$ cat config.mk
export PLATFORM = sky130hd
export DESIGN_NAME = misr_core
export DESIGN_NICKNAME = d
export VERILOG_FILES = /design/src/rtl/bist_pkg.sv /design/src/rtl/misr_signature_checker_core.sv
export SDC_FILE = /design/constraint.sdc
export NUM_CORES = 1
export LEC_CHECK = 0
export BUFFER_PORTS_ARGS = -buffer_cell sky130_fd_sc_hd__buf_4
export CORE_MARGIN = 2
export CORE_UTILIZATION = 25
export CTS_BUF_LIST = sky130_fd_sc_hd__clkbuf_4
export CTS_CLUSTER_DIAMETER = 40
export CTS_CLUSTER_SIZE = 25
export DETAILED_ROUTE_END_ITERATION = 8
export PLACE_DENSITY = 0.59
export REMOVE_ABC_BUFFERS = 1
export SLEW_MARGIN = 20
export SYNTH_ARGS = -nofsm -noshare
export SYNTH_HDL_FRONTEND = slang
export SYNTH_SLANG_ARGS = --single-unit
$ cat constraint.sdc
create_clock -name clk -period 2.5 [get_ports clk]
set_input_delay 0.125 -clock clk [delete_from_list [all_inputs] [get_ports clk]]
set_output_delay 0.125 -clock clk [all_outputs]
set_load 0.005 [all_outputs]
$ cat src/rtl/bist_pkg.sv
// Shared definitions for the BIST response-compaction stage: FSM encodings,
// the default MISR polynomial and the round-counter width.
package bist_pkg;

    typedef enum logic [1:0] {
        ST_IDLE    = 2'd0,
        ST_COMPACT = 2'd1,
        ST_COMPARE = 2'd2,
        ST_RESULT  = 2'd3
    } state_t;

    localparam logic [15:0] MISR_POLY16 = 16'h1021;
    localparam int          RND_W       = 16;

    // The round counter sticks at all-ones rather than wrapping back to zero.
    function automatic logic [RND_W-1:0] sat_inc(input logic [RND_W-1:0] v);
        return (v == '1) ? v : v + 1'b1;
    endfunction

endpackage

$ cat src/rtl/misr_signature_checker_core.sv
// Galois shift-left MISR; a clear reloads SEED and wins over compaction.
// Kept free of checker logic so the scan-path SISA can reuse it.
module misr_core
    import bist_pkg::*;
#(
    parameter int               WIDTH = 16,
    parameter logic [WIDTH-1:0] POLY  = WIDTH'(MISR_POLY16),
    parameter logic [WIDTH-1:0] SEED  = '0
) (
    input  logic             clk,
    input  logic             rstIn,
    input  logic             clr,
    input  logic             en,
    input  logic [WIDTH-1:0] din,
    output logic [WIDTH-1:0] sig
);

    logic [WIDTH-1:0] sig_d;
    logic [WIDTH-1:0] sig_q;

    always_comb begin
        sig_d = sig_q;
        if (clr) begin
            sig_d = SEED;
        end else if (en) begin
            sig_d = {sig_q[WIDTH-2:0], 1'b0} ^ (sig_q[WIDTH-1] ? POLY : '0) ^ din;
        end
    end

    always_ff @(posedge clk or posedge rstIn) begin
        if (rstIn) begin
            sig_q <= SEED;
        end else begin
            sig_q <= sig_d;
        end
    end

    assign sig = sig_q;

endmodule

* Word level (Yosys, flattened, before mapping)
Index checks and enable logic that the tools add are counted.
Word-level totals: output and inout port bits 16, bits of input ports 20, logic and storage cells 7, register bits 16
Cells by class: bitwise logic cells 2, muxes and demuxes 3, reductions and logical operators 1
Operators by type and width (number):
- two-way mux 16 bit | 2
- XOR 16 x 13 -> 16 bit | 1
- XOR 16 bit | 1
- two-way mux 13 bit | 1
- nonzero test 2 bit | 1

* Longest topological paths before layout
Gate-level depths: netlist of the first run.
word-level depth 5, gate-level depth with buffers 3, mapped depth without buffers 3

* Worst setup path before layout of the first run
OpenSTA, ideal clock, no wires.
kind register to register, start register sig_q[15], in the netlist sig[15], end register sig_q[12], in the netlist sig[12], cell stages (with the launch flop) 4, required time 2.379 ns, period minus slack after synthesis 1.080 ns, library setup time 0.121 ns, arrival time 0.959 ns, setup slack 1.420 ns, path buffers 0, cell sequence dfrtp_1 > xor3_1 > mux2i_1 > nor2_1
On the way: longest elaborated chain between the ends 5
RTL lines:
- start: declaration | line misr_signature_checker_core.sv:19 | logic [WIDTH-1:0] sig_q;
- start signal: assignment | line misr_signature_checker_core.sv:34 | sig_q <= sig_d;
- two-way mux 13 bit | line misr_signature_checker_core.sv:26 | sig_d = {sig_q[WIDTH-2:0], 1'b0} ^ (sig_q[WIDTH-1] ? POLY : '0) ^ din;
- XOR 16 x 13 -> 16 bit | line misr_signature_checker_core.sv:26
- XOR 16 bit | line misr_signature_checker_core.sv:26
- two-way mux 16 bit | line misr_signature_checker_core.sv:25 | end else if (en) begin
- two-way mux 16 bit | line misr_signature_checker_core.sv:23 | if (clr) begin
Every way passes these cells. The select of a mux whose other input is x is not followed. A chain may end at the register's enable or synchronous reset.

* Final worst setup path of the first run
start register sig_q[15], in the netlist sig[15], end register sig_q[5], in the netlist sig[5]
The elaborated chain is that of the path after synthesis.

==> results of run 1 <==
[logic make-up (layout without fill, tap and decap cells)]
group / after synthesis / after routing / synth area share
compound gates: 14 / 14 / 0.134
mux: 2 / 2 / 0.0255
flops: 16 / 16 / 0.510
buf+inv: 6 / 41 / 0.0367
xor+xnor: 16 / 16 / 0.217
simple gates: 16 / 16 / 0.0766
[layer usage]
metal,vias up,global-route usage,wire length (um),part of all wire
met3,2,0.0195,143,0.085
met2,31,0.160,770,0.46
met4,0,0.0381,17,0.010
met1,287,0.138,760,0.45
li1,306,-,-,-
met5,-,0,0,0
[area by class of cell]
type,count,area share
Clock inverter,1,0.00337
Sequential cell,16,0.360
Clock buffer,3,0.0202
Multi-Input combinational cell,48,0.319
Inverter,1,0.00337
Tap cell,44,0.0494
Timing Repair Buffer,36,0.245
[timing repair]
item / in CTS / in global routing
gates resized for setup: 0 / 0
hold endpoints to repair: 16 / 0
hold buffers: 1 / 0
setup endpoints to repair: 0 / 0
[layout by cell type (no fill, tap or decap), drive strengths merged]
| master | count |
|---|---|
| buf | 35 |
| nor2 | 16 |
| dfrtp | 16 |
| xnor2 | 14 |
| a211oi | 14 |
| clkbuf | 3 |
| xor3 | 2 |
| mux2i | 2 |
| inv | 1 |
| clkinv | 1 |
| dlygate4sd3 | 1 |
[per-stage QoR]
| step | area (um^2) | instances | setup WS, ns | hold WS, ns | utilization |
|---|---|---|---|---|---|
| finish | 1110 | 149 | 1.35 | 0.113 | 0.368 |
| floorplan | 759 | 65 | 1.42 | 0.0387 | - |
| global placement | 1080 | 144 | 1.40 | 0.240 | 0.356 |
| detailed placement | 1080 | 144 | 1.36 | 0.255 | 0.356 |
| CTS | 1110 | 149 | 1.34 | 0.104 | 0.368 |
| global route | 1110 | 149 | 1.26 | 0.0979 | 0.368 |
[worst paths after layout]
kind / from / endpoint / slack [ns]
worst max register to register: sig[15] / sig[5] / 1.35
worst min register to register: sig[14] / sig[14] / 0.59
max in group asynchronous: rstIn / sig[13] / 1.62
min in group asynchronous: rstIn / sig[15] / 0.48
worst max-delay path: sig[15] / sig[5] / 1.35
worst min-delay path: din[6] / sig[6] / 0.11
[synthesized netlist by cell type]
master                     count  area share
sky130_fd_sc_hd__a211oi_1     14        0.13
sky130_fd_sc_hd__buf_2         2       0.013
sky130_fd_sc_hd__buf_4         1      0.0096
sky130_fd_sc_hd__clkbuf_1      2      0.0096
sky130_fd_sc_hd__dfrtp_1      16        0.51
sky130_fd_sc_hd__inv_1         1      0.0048
sky130_fd_sc_hd__mux2i_1       2       0.026
sky130_fd_sc_hd__nor2_1       16       0.077
sky130_fd_sc_hd__xnor2_1      14        0.16
sky130_fd_sc_hd__xor3_1        2       0.061
[power by group]
group	switching (mW)	internal (mW)	total, mW	leakage (nW)
Clock	0.0817	0.0579	0.140	0.0154
Sequential	0.0236	0.281	0.304	0.208
Combinational	0.0531	0.0913	0.144	0.295
Total	0.158	0.430	0.588	0.518
[worst max-delay path, cell delays in order (launching register included)]
cell and delay, ns:
sky130_fd_sc_hd__dfrtp_1 0.47, sky130_fd_sc_hd__xor3_1 0.38, sky130_fd_sc_hd__mux2i_1 0.14, sky130_fd_sc_hd__nor2_1 0.06
==> qor.tcl, run 1 <==
set qor(worst_ir_drop_vdd_uv) 209
set qor(flip_flop_count_of_the_largest_register_after_layout) 16
set qor(cp_data_arrival_time_ns) 1.33
set qor(fin_worst_skew_ns) 0.00517
set qor(drc_viols) 0
set qor(timing.final.hold_violations) 0
set qor(critical_path_required_ns) 2.68
set qor(seqCellArea_um2) 400
set qor(cts_tree) {yes}
set qor(report.final.setup_viol) 0
set qor(die_area_um2) 3600
set qor(synth.lib_cells_used.distinct) 10
set qor(final_routed_wirelength_across_all_metal_layers_mm) 1.69
set qor(path_class) {flop to flop}
set qor(power.static_leakage_nw) 0.518
set qor(min_delay_path_depth) 3
set qor(cts.reportedPaths.clkPinSlew_ns) 0.10
set qor(worst_hold_path_type) {primary input to flop}
set qor(postSynthAreaPerCell_um2) 11.2
set qor(portBuffers) 35
set qor(grt_pass1_wl_mm) 2.68
set qor(crit_fanout) 5
set qor(max_transition_margin) 0.585
set qor(depth_of_the_worst_register_to_register_path) 3
set qor(grt_usage) 0.102
set qor(nets) 126
set qor(post_cts.repair.setup_buffers) 0
set qor(timing_max_transition_violations_final) 0
set qor(first_global_vias) 596
set qor(period_needed_ns) 1.15
set qor(maxCapViolations) 0
set qor(cts_sinks) 16
set qor(rows) 20
set qor(synth_warnings) 0
set qor(coreArea_um2) 3030
set qor(cts_max_level) 1
set qor(design.portCount) 36
set qor(floorplan.die.height_um) 60.0
set qor(cts-root-buf) {sky130_fd_sc_hd__clkbuf_4}
set qor(grt-ovfl-total) 0
set qor(ys_ff_latch) 16
set qor(grt_setup_unrepaired) {no}
set qor(dr_wl_cell_um) 11.4
set qor(setup_total_negative_slack_ns) 0
set qor(number_of_buffers_created_by_cts) 3
set qor(detailedRoute.firstPassIterationCount) 4
set qor(max_freq_mhz) 871
set qor(fillerInstances) 307
set qor(tightest_slew_ns) 0.622
set qor(layout_worst_path_cycle_share) 0.459
set qor(p_total_mw) 0.588
set qor(end_kind) {flop}
set qor(netlist_area_um2) 785
set qor(synth_cells) 70
set qor(post_synthesis_sequential_area_ratio) 0.510
set qor(globalplace.congestion) 0.662
set qor(detail-route-antenna-nets) 0
set qor(maximum_number_of_pins_on_one_net_before_global_route_repair) 31
set qor(start_util) 0.259
set qor(drt-initial-drc-count) 3
set qor(post_route_cells_drive_above_1_share) 0.362
set qor(status) {finished clean}
set qor(placed_wire_length_estimate_after_detailed_placement_mm) 1.20
set qor(antenna_cells_inserted) 0
set qor(clk-insertion-delay-late_ns) 0.28
set qor(power-per-cell-area_nw_per_um2) 528
set qor(signed_area_change_from_the_synthesized_netlist_to_the_final_layout_pct) 41.9
set qor(floorplan.die.width_um) 60.0
set qor(clock_path_buffers) 2
set qor(antenna_found_initial) 0
set qor(route.detailed.vias_per_inst) 4.20
set qor(start_kind) {flop}
set qor(multi_input_area_um2) 355
set qor(vias) 626
No activity file was read; power rests on OpenSTA's default activity.
==> inputs of run 2 (changes only) <==
clock period = 1.15 ns   (was 2.5 ns; I/O delays follow)
==> run 2 against run 1 <==
  * Clock power rose by 110%
  * First-iteration DRC count rose to 4.7 times the previous value
  * Hold slack got worse by 0.064 ns
  * Final cell count is 2.0% higher
  * Fmax rose by 6.0%
  * Critical path depth did not move
  * Final area up 2.0%
  * Largest power group unchanged
==> qor.tcl, run 2 (synthesized netlist as in run 1, its figures left out) <==
set qor(power_frac_comb) 0.254
set qor(cts_tree) {yes}
set qor(layout_common_cells) {sky130_fd_sc_hd__buf_4 (38), sky130_fd_sc_hd__nor2_1 (16), sky130_fd_sc_hd__dfrtp_1 (16)}
set qor(antenna_found_initial) 0
set qor(post_cts_resized) 0
set qor(coreArea_um2) 3030
set qor(nets) 129
set qor(number_of_buffers_created_by_cts) 3
set qor(switching_share) 0.265
set qor(timing.final.hold_violations) 0
set qor(top_usage_layer) {met2}
set qor(signed_area_change_from_the_synthesized_netlist_to_the_final_layout_pct) 44.8
set qor(rows) 20
set qor(grt_use_met1) 0.138
set qor(period_needed_ns) 1.08
set qor(max_transition_margin) 0.802
set qor(detail-route-antenna-nets) 0
set qor(p_int_mw) 0.943
set qor(end_kind) {flop}
set qor(first_global_vias) 586
set qor(critical_path_required_ns) 1.33
set qor(path_class) {flop to flop}
set qor(final_routed_wirelength_across_all_metal_layers_mm) 1.72
set qor(portBuffers) 35
set qor(die_area_um2) 3600
set qor(power-per-cell-area_nw_per_um2) 1130
set qor(flip_flop_count_of_the_largest_register_after_layout) 16
set qor(depth_of_the_worst_register_to_register_path) 3
set qor(grtUsageMet3) 0.0325
set qor(cts-root-buf) {sky130_fd_sc_hd__clkbuf_4}
set qor(maximum_number_of_pins_on_one_net_before_global_route_repair) 31
set qor(drt-initial-drc-count) 14
set qor(floorplan.die.height_um) 60.0
set qor(cp_data_arrival_time_ns) 1.26
set qor(p_total_mw) 1.28
set qor(multi_input_area_um2) 355
set qor(drc_viols) 0
set qor(switching_power_mw) 0.341
set qor(route.detailed.vias_per_inst) 4.09
set qor(worst_hold_path_type) {primary input to flop}
set qor(power.clock.fraction) 0.232
set qor(floorplan.die.width_um) 60.0
set qor(postLayoutSetupSlackWorst_ns) 0.0673
set qor(power.static_leakage_nw) 0.536
set qor(status) {finished clean}
set qor(cts_max_level) 1
set qor(post_route_cells_drive_above_1_share) 0.380
set qor(mostFrequentLayoutCell) {sky130_fd_sc_hd__buf_4}
set qor(placed_wire_length_estimate_after_detailed_placement_mm) 1.27
set qor(seqCellArea_um2) 400
set qor(clock_path_buffers) 2
set qor(cts_sinks) 16
set qor(clk-insertion-delay-late_ns) 0.28
set qor(fillerInstances) 313
set qor(start_kind) {flop}
set qor(design.portCount) 36
set qor(maxCapViolations) 0
set qor(crit-reg2reg-launch) {sig[11]}
set qor(gr-usage-met2) 0.143
set qor(layout_worst_path_cycle_share) 0.941
set qor(globalplace.congestion) 0.664
set qor(grt_pass1_wl_mm) 2.63
set qor(detailedRoute.firstPassIterationCount) 3
set qor(report.final.setup_viol) 0
set qor(tightest_slew_ns) 0.298
set qor(r2r_setup_slack_ns) 0.07
set qor(fin_util) 0.375
set qor(placement.setup.worst_slack_ns) 0.0632
set qor(grt-ovfl-total) 0
set qor(timing_max_transition_violations_final) 0
set qor(dr_wl_cell_um) 11.3
set qor(max_freq_mhz) 924
set qor(p_seq_frac) 0.514
set qor(start_util) 0.259
set qor(cts.reportedPaths.clkPinSlew_ns) 0.10
set qor(vias) 621
set qor(critical_path.reg2reg.endpoint) {sig[12]}
set qor(fin_worst_skew_ns) 0.00661
set qor(critPathCapture) {sig[12]}
set qor(crit_fanout) 3
set qor(cp-startpoint) {sig[11]}
set qor(antenna_cells_inserted) 0
set qor(setup_total_negative_slack_ns) 0
set qor(worst_ir_drop_vdd_uv) 521
set qor(grt_usage) 0.101
-- run 2: changes by cell type in the layout (fill, tap and decap cells not counted), sizes merged --
cell	before	now
buf	35	38
-- run 2: worst min-delay path by stage --
stage / from / to / slack [ns] / cells past startpoint
2_1_floorplan: rstIn / sig[0] / -0.03 / 1
3_3_place_gp: rstIn / sig[8] / 0.09 / 3
3_5_place_dp: rstIn / sig[8] / 0.08 / 3
4_1_cts: din[10] / sig[10] / 0.04 / 3
5_1_grt: din[7] / sig[7] / 0.05 / 3
6_report: din[10] / sig[10] / 0.05 / 3
-- run 2: critical path, cell delays in order, from the launching register on --
cell	delay, ns
sky130_fd_sc_hd__dfrtp_1	0.38
sky130_fd_sc_hd__xor3_1	0.40
sky130_fd_sc_hd__mux2i_1	0.14
sky130_fd_sc_hd__nor2_1	0.06
-- run 2: cell type report --
type	instances	share of cell area
clock buffer	3	0.0198
tap	44	0.0485
clock inverter	1	0.00330
timing repair buffer	39	0.260
inverter	1	0.00330
multi-input combinational	48	0.313
sequential	16	0.352
-- run 2: per-layer routing --
| metal | routed length, um | share of wire |
|---|---|---|
| met3 | 144 | 0.084 |
| met5 | 0 | 0 |
| met4 | 0 | 0 |
| met2 | 758 | 0.44 |
| met1 | 814 | 0.47 |
-- run 2: repair_timing --
action	4_1_cts	5_1_grt
endpoints found under the hold margin	16	0
endpoints found under the setup margin	0	1
buffers inserted	0	1
hold buffers	1	0
-- run 2: per-stage QoR --
stage	area, um^2	hold WS [ns]	instances
2_1_floorplan	759	-0.0288	65
3_3_place_gp	1090	0.0853	146
3_5_place_dp	1090	0.0835	146
4_1_cts	1130	0.0418	151
5_1_grt	1140	0.0462	152
6_report	1140	0.0489	152
-- run 2: power by group through the flow --
| stage | combinational (mW) | sequential (mW) | clock, mW |
|---|---|---|---|
| finish | 0.326 | 0.660 | 0.298 |
| global route | 0.362 | 0.669 | 0.331 |
| CTS | 0.330 | 0.661 | 0.316 |
| detailed placement | 0.326 | 0.671 | 0 |
| global placement | 0.322 | 0.670 | 0 |
| floorplan | 0.144 | 0.669 | 0 |
